## src/rtl/sync_counter_pkg.sv

```systemverilog
// ---------------------------------------------------------------------------
// sync_counter_pkg
// Shared definitions for the synchronous counter family.
//   cnt_state_t   : one-shot controller states (IDLE, RUN, DONE)
//   DEFAULT_WIDTH : default counter width in bits
//   clamp_load    : saturates a parallel-load value at the terminal count
// ---------------------------------------------------------------------------
package sync_counter_pkg;

    typedef enum logic [1:0] {
        IDLE = 2'd0,
        RUN  = 2'd1,
        DONE = 2'd2
    } cnt_state_t;

    localparam int DEFAULT_WIDTH = 4;

    // Any value above the terminal count is pulled down to it, so a load
    // can never place the counter in an unreachable state.
    function automatic logic [31:0] clamp_load(input logic [31:0] val,
                                               input logic [31:0] max);
        return (val > max) ? max : val;
    endfunction

endpackage

```

## src/rtl/d_ff_sync_rstn.sv

```systemverilog
// ---------------------------------------------------------------------------
// d_ff_sync_rstn
// One-bit D register with synchronous active-low reset.
//   RESET_VAL : value taken when rst_ni is low at a rising clk edge
// Ports:
//   clk    in  clock
//   rst_ni in  synchronous active-low reset
//   d_i    in  next-state bit
//   q_o    out registered bit
// ---------------------------------------------------------------------------
module d_ff_sync_rstn #(
    parameter logic RESET_VAL = 1'b0
) (
    input  logic clk,
    input  logic rst_ni,
    input  logic d_i,
    output logic q_o
);

    logic q_q;

    always_ff @(posedge clk) begin
        if (!rst_ni) begin
            q_q <= RESET_VAL;
        end else begin
            q_q <= d_i;
        end
    end

    assign q_o = q_q;

endmodule

```

## src/rtl/sync_up_counter.sv

```systemverilog
// ---------------------------------------------------------------------------
// sync_up_counter
// Synchronous binary up counter, 0..MAX_COUNT then wrap, with count enable,
// clamped parallel load and a tc/carry_out pair for cascading.
// Optional build macro SYNC_UP_COUNTER_ONESHOT_EN adds start/done and a
// three-state controller that stops at MAX_COUNT instead of wrapping.
// Parameters:
//   WIDTH     : counter width (1..31)
//   MAX_COUNT : terminal value, <= 2^WIDTH-1
//   RESET_VAL : value after reset, <= MAX_COUNT
// Ports:
//   clk       in  clock, rising edge
//   rst       in  synchronous active-low reset
//   en        in  count enable
//   load      in  parallel load strobe (beats en)
//   load_val  in  load value, clamped to MAX_COUNT
//   start     in  (one-shot build) begin a run from 0
//   done      out (one-shot build) run finished, count frozen
//   out       out current count
//   tc        out out == MAX_COUNT
//   carry_out out tc & en, feeds the next stage's en
// ---------------------------------------------------------------------------
module sync_up_counter
    import sync_counter_pkg::*;
#(
    parameter int WIDTH     = DEFAULT_WIDTH,
    parameter int MAX_COUNT = 15,
    parameter int RESET_VAL = 0
) (
    input  logic             clk,
    input  logic             rst,
    input  logic             en,
    input  logic             load,
    input  logic [WIDTH-1:0] load_val,
`ifdef SYNC_UP_COUNTER_ONESHOT_EN
    input  logic             start,
    output logic             done,
`endif
    output logic [WIDTH-1:0] out,
    output logic             tc,
    output logic             carry_out
);

    generate
        if (WIDTH < 1 || WIDTH > 31 || MAX_COUNT < 0 ||
            MAX_COUNT > (2 ** WIDTH) - 1 ||
            RESET_VAL < 0 || RESET_VAL > MAX_COUNT) begin : g_bad_params
            $error("sync_up_counter: illegal WIDTH/MAX_COUNT/RESET_VAL");
        end
    endgenerate

    localparam logic [WIDTH-1:0] MAX_W = WIDTH'(MAX_COUNT);
    localparam logic [WIDTH-1:0] RST_W = WIDTH'(RESET_VAL);

    logic [WIDTH-1:0] cnt_q;
    logic [WIDTH-1:0] cnt_d;
    logic [WIDTH-1:0] load_clamped;
    logic [WIDTH-1:0] inc_bit;
    logic [WIDTH-1:0] inc_carry;
    logic             at_max;
    logic             sel_load;
    logic             sel_zero;
    logic             sel_inc;

    assign at_max       = (cnt_q == MAX_W);
    assign load_clamped = WIDTH'(clamp_load(32'(load_val), 32'(MAX_COUNT)));

    // Ripple increment written bit by bit; the top carry is never needed
    // because the MAX_COUNT compare handles the wrap.
    assign inc_carry[0] = 1'b1;

    generate
        for (genvar gi = 0; gi < WIDTH; gi++) begin : g_bit
            assign inc_bit[gi] = cnt_q[gi] ^ inc_carry[gi];
            if (gi < WIDTH - 1) begin : g_carry
                assign inc_carry[gi+1] = cnt_q[gi] & inc_carry[gi];
            end

            // Priority below reset (handled in the cell): load > clear > inc > hold
            assign cnt_d[gi] = sel_load ? load_clamped[gi] :
                               sel_zero ? 1'b0             :
                               sel_inc  ? inc_bit[gi]      :
                                          cnt_q[gi];

            d_ff_sync_rstn #(
                .RESET_VAL (RST_W[gi])
            ) u_cnt_bit (
                .clk    (clk),
                .rst_ni (rst),
                .d_i    (cnt_d[gi]),
                .q_o    (cnt_q[gi])
            );
        end
    endgenerate

`ifdef SYNC_UP_COUNTER_ONESHOT_EN
    localparam logic [1:0] ST_IDLE = 2'(IDLE);
    localparam logic [1:0] ST_RUN  = 2'(RUN);
    localparam logic [1:0] ST_DONE = 2'(DONE);

    logic [1:0] state_q;
    logic [1:0] state_d;
    logic       in_run;

    assign in_run = (state_q == ST_RUN);

    // start only matters outside RUN; at the terminal count the counter
    // holds and hands over to DONE instead of wrapping.
    assign sel_load = load;
    assign sel_zero = !load && start && !in_run;
    assign sel_inc  = !load && in_run && en && !at_max;

    always_comb begin
        state_d = state_q;
        if (load) begin
            state_d = ST_RUN;
        end else begin
            case (state_q)
                ST_IDLE: if (start) state_d = ST_RUN;
                ST_RUN:  if (en && at_max) state_d = ST_DONE;
                ST_DONE: if (start) state_d = ST_RUN;
                default: state_d = ST_IDLE;
            endcase
        end
    end

    generate
        for (genvar gi = 0; gi < 2; gi++) begin : g_state_bit
            d_ff_sync_rstn #(
                .RESET_VAL (ST_IDLE[gi])
            ) u_state_bit (
                .clk    (clk),
                .rst_ni (rst),
                .d_i    (state_d[gi]),
                .q_o    (state_q[gi])
            );
        end
    endgenerate

    assign done      = (state_q == ST_DONE);
    assign carry_out = at_max && en && in_run;
`else
    assign sel_load  = load;
    assign sel_zero  = !load && en && at_max;
    assign sel_inc   = !load && en && !at_max;
    assign carry_out = at_max && en;
`endif

    assign out = cnt_q;
    assign tc  = at_max;

endmodule

```

## config.mk

```make
export PLATFORM = sky130hd
export DESIGN_NAME = sync_up_counter
export DESIGN_NICKNAME = d
export VERILOG_FILES = /design/src/rtl/sync_counter_pkg.sv /design/src/rtl/d_ff_sync_rstn.sv /design/src/rtl/sync_up_counter.sv
export SDC_FILE = /design/constraint.sdc
export NUM_CORES = 1
export LEC_CHECK = 0
export ABC_AREA = 1
export CORE_AREA = 2 2 39 41
export DETAILED_ROUTE_END_ITERATION = 6
export DIE_AREA = 0 0 41 43
export GPL_ROUTABILITY_DRIVEN = 1
export SLEW_MARGIN = 20
export SYNTH_ARGS = -nofsm -noshare
export SYNTH_HDL_FRONTEND = slang
export SYNTH_SLANG_ARGS = --single-unit
```

## constraint.sdc

```tcl
create_clock -name clk -period 1.9 [get_ports clk]
set_clock_uncertainty 0.2 [all_clocks]
set_input_delay 0.285 -clock clk [delete_from_list [all_inputs] [get_ports clk]]
set_output_delay 0.285 -clock clk [all_outputs]
set_load 0.1 [all_outputs]
```

; After elaboration in Yosys (flattened, before gate mapping)
; Index checks and enable logic that the tools add are counted.
[op_classes]
eq_ne = 1
n_mux = 12
bitwise_logic = 6
reduce_logical = 7
[op_table]
columns = operator, n
row1 = $mux W1, 12
row2 = $eq A4 B4 Y1 const B, 1
row3 = $logic_and A1 B1 Y1, 4
row4 = $reduce_bool A3 Y1, 1
row5 = $xor A1 B1 Y1, 3
row6 = $and A1 B1 Y1, 2
row7 = $logic_not A1 Y1, 2
row8 = $not A1 Y1, 1
[word_totals]
register_bits = 4
inputBits = 8
out_inout_bits = 6
word_cells = 30

; Longest topological paths before layout
[logic_depth]
depth_word = 6
depth_mapped = 8
mapped_depth_nobuf = 8

; Cells and area by module
; A second synthesis with hierarchy kept.
[unflattened]
hier_cells = 50
hier_area_um2 = 301.5
[modules_own_cells]
columns = module, n_inst, cells_each, area_per_inst_um2, seq_area_each_um2
row1 = sync_up_counter, 1, 38, 191.4, 0.0
row2 = d_ff_sync_rstn, 4, 3, 27.5, 20.0

; Least setup slack after synthesis
; Ideal clock, no wire load.
[synth_timing]
kind = reg2out
startpoint = reg g_bit[0].u_cnt_bit.q_q
endpoint = out carry_out
arrival_time_ns = 1.898
required_ns = 1.415
slack_ns = -0.483
path_stages_with_launch = 4
path_buffers = 0
cell_sequence = dfxtp_1 -> ha_1 -> nand3_2 -> nor2_1
[synth_between]
elab_chain_cells = 2
[synth_lines]
columns = item, line
row1 = from (decl), d_ff_sync_rstn.sv:20  ; logic q_q;
row2 = from (signal assigned), d_ff_sync_rstn.sv:26  ; q_q <= d_i;
row3 = $eq A4 B4 Y1, sync_up_counter.sv:65  ; assign at_max = (cnt_q == MAX_W);
row4 = $logic_and A1 B1 Y1, sync_up_counter.sv:146  ; assign carry_out = at_max && en;
row5 = to (decl), sync_up_counter.sv:41  ; output logic carry_out
; Every way passes these cells.

; Final worst setup path
; Ends and elaborated chain as after synthesis.

==> impl_metrics.toml <==
[hold_path]
holdPathStages = 4
min_from = "g_bit[1].u_cnt_bit.q_o$_SDFFE_PN0P_"
min_to = "g_bit[1].u_cnt_bit.q_o$_SDFFE_PN0P_"
hp-class = "reg2reg"

[synth]
yosys_register_bits = 4
synth_area_sq_um = 285
syn_area_per_cell_sq_um = 6.34
synth_nets = 55
ys_seq_area_frac = 0.281
synth.distinct_cells = 11
yosysWarnings = 0
synth_cells = 45

[floorplanning]
start_util = 0.206
ios = 14
die_w_microns = 41
core_area_sq_um = 1380
dieArea_sq_um = 1760
rows = 14
fp.dieH_microns = 43

[power_and_ir_drop]
pwr_density_cell_nw_per_um2 = 608
p_leak_nw = 0.238
peakVddDrop_mv = 0.355
p_total_uw = 301

[grt]
gr-total-overflow = 0
antenna_found_initial = 0
grt_pass1_wl_microns = 910
grt_use_total = 0.0762
grt_max_degree = 7
grt_pass1_vias = 258

[cts]
path_clk_slew_ns = 0.03
hold_buffers = 0
cts_sinks = 4
insertion_delay_ns = 0.23
cts-htree-levels = 1
root_buffer = "clkbuf_4"
cts_made_buffers = 3
ctsResizeCount = 0
post_cts_buffers = 0
cts_tree = "done"
clk_path_buf_depth = 2

[placed_design]
dp_hpwl_microns = 480
io_buffers = 13
place.gp.congestion = 0.681

[sta]
tightest_slew_ns = 0.246
fin_setup_tns_ns = 0
setup_viol = 0
rsz0062_at_grt = "false"
final_hold_viol_count = 0
period_needed_ns = 1.80
maxSlewViolCount = 0
max_freq_ghz = 0.555
fin_crit_sh = 0.949
slew_headroom = 0.836

[routing]
drtAntennaViolNets = 0
drt_iter0_drc = 0
num_vias = 287
routed-wl-met3_microns = 25
avgRoutedWirePerCell_microns = 7.53
met2_length_microns = 290
drt_pass1_iterations = 1
viasPerCell = 3.93
top_layer_used = "met3"
drc = 0
wl_microns = 550
met1_length_microns = 233

[setup_path]
worstPathMaxFanout = 4
r2r_start = "g_bit[0].u_cnt_bit.q_o$_SDFFE_PN0P_"
arrival_ns = 1.32
crit_type = "reg2out"
end_kind = "output pin"
r2r_setup_slack_ns = 0.45
reg2reg_depth = 8
cp_data_required_time_ns = 1.41
timing.rr.end = "g_bit[3].u_cnt_bit.q_o$_SDFFE_PN0P_"
start_kind = "register"

[finish]
num_antenna_cells = 0
final_nets = 69
largest_reg_flops = 4
syn2layout_area_growth_pct = 73.7
drive_above_1_share = 0.228

[run_status]
status = "completed"

[flow_run]
maxCapViolCount = 0
-- how the worst max path moves through the flow --
stage / from / end / slack (ns) / cells after the start
final: g_bit[0].u_cnt_bit.q_o$_SDFFE_PN0P_ / carry_out / 0.1 / 4
after global routing: g_bit[0].u_cnt_bit.q_o$_SDFFE_PN0P_ / tc / 0.03 / 4
after CTS: g_bit[0].u_cnt_bit.q_o$_SDFFE_PN0P_ / carry_out / 0.07 / 4
after detailed placement: en / carry_out / 0.23 / 4
after global placement: en / carry_out / 0.25 / 4
after floorplan: g_bit[0].u_cnt_bit.q_o$_SDFFE_PN0P_ / tc / 0.14 / 3
-- power breakdown --
part | leakage, nW | total, mW | switching, mW | internal (mW)
sequential | 0.0331 | 0.0991 | 0.00892 | 0.0902
clock | 0.0138 | 0.100 | 0.0298 | 0.0703
combinational | 0.191 | 0.102 | 0.0596 | 0.0425
total | 0.238 | 0.301 | 0.0983 | 0.203
-- synthesized netlist by cell type --
cell,count,area (sq um)
nor2_2,2,12.5
ha_1,2,25.0
nand3_2,1,10.0
nand3_1,2,10.0
nand2_1,15,56.3
a21oi_1,1,5.00
nor2_1,7,26.3
dfxtp_1,4,80.1
a21boi_1,1,7.51
inv_1,6,22.5
buf_4,4,30.0
-- metrics by stage --
step | instances | util | hold WS (ns) | worst slack, ns | cell area (sq um)
5_1_grt | 73 | 0.358 | 0.434 | 0.0278 | 495
6_report | 73 | 0.358 | 0.409 | 0.0970 | 495
3_3_place_gp | 70 | 0.342 | 0.413 | 0.252 | 473
4_1_cts | 73 | 0.358 | 0.407 | 0.0730 | 495
3_5_place_dp | 70 | 0.342 | 0.413 | 0.234 | 473
2_1_floorplan | 45 | - | 0.183 | 0.144 | 293
-- area by class of cell --
type | instances | area (sq um)
fillers | 153 | 888
repair buffers | 13 | 190
multi-input cells | 31 | 160
flip-flops and latches | 4 | 80.1
clock buffers | 3 | 22.5
inverters | 6 | 22.5
well taps | 16 | 20.0
-- cell families after synthesis --
logic type | Yosys count | synth area share
DFF | 4 | 0.281
and+or+nand+nor | 27 | 0.404
adders and majority gates | 2 | 0.0877
buffers and inverters | 10 | 0.184
AOI/OAI and AO/OA | 2 | 0.0439
-- worst max-delay path: stages, from the launching register on --
cell and delay (ns):
dfxtp_1 0.42, ha_1 0.23, nand3_2 0.14, nor2_4 0.13
buf_12 0.18
-- placed cells by master (no fill, tap or decap) --
| cell | n |
|---|---|
| nand3_2 | 1 |
| nand2_1 | 15 |
| ha_1 | 2 |
| buf_12 | 6 |
| inv_1 | 6 |
| a21oi_1 | 1 |
| clkdlybuf4s50_1 | 7 |
| nor2_1 | 6 |
| nor2_2 | 2 |
| clkbuf_4 | 3 |
| nor2_4 | 1 |
| nand3_1 | 2 |
| dfxtp_1 | 4 |
| a21boi_1 | 1 |
-- per-layer routing --
layer	GRT usage	vias up
met5	0	-
met4	0.0200	0
met3	0.0471	0
met2	0.131	8
met1	0.0705	118
li1	-	161
Power figures use the tool's default switching activity.
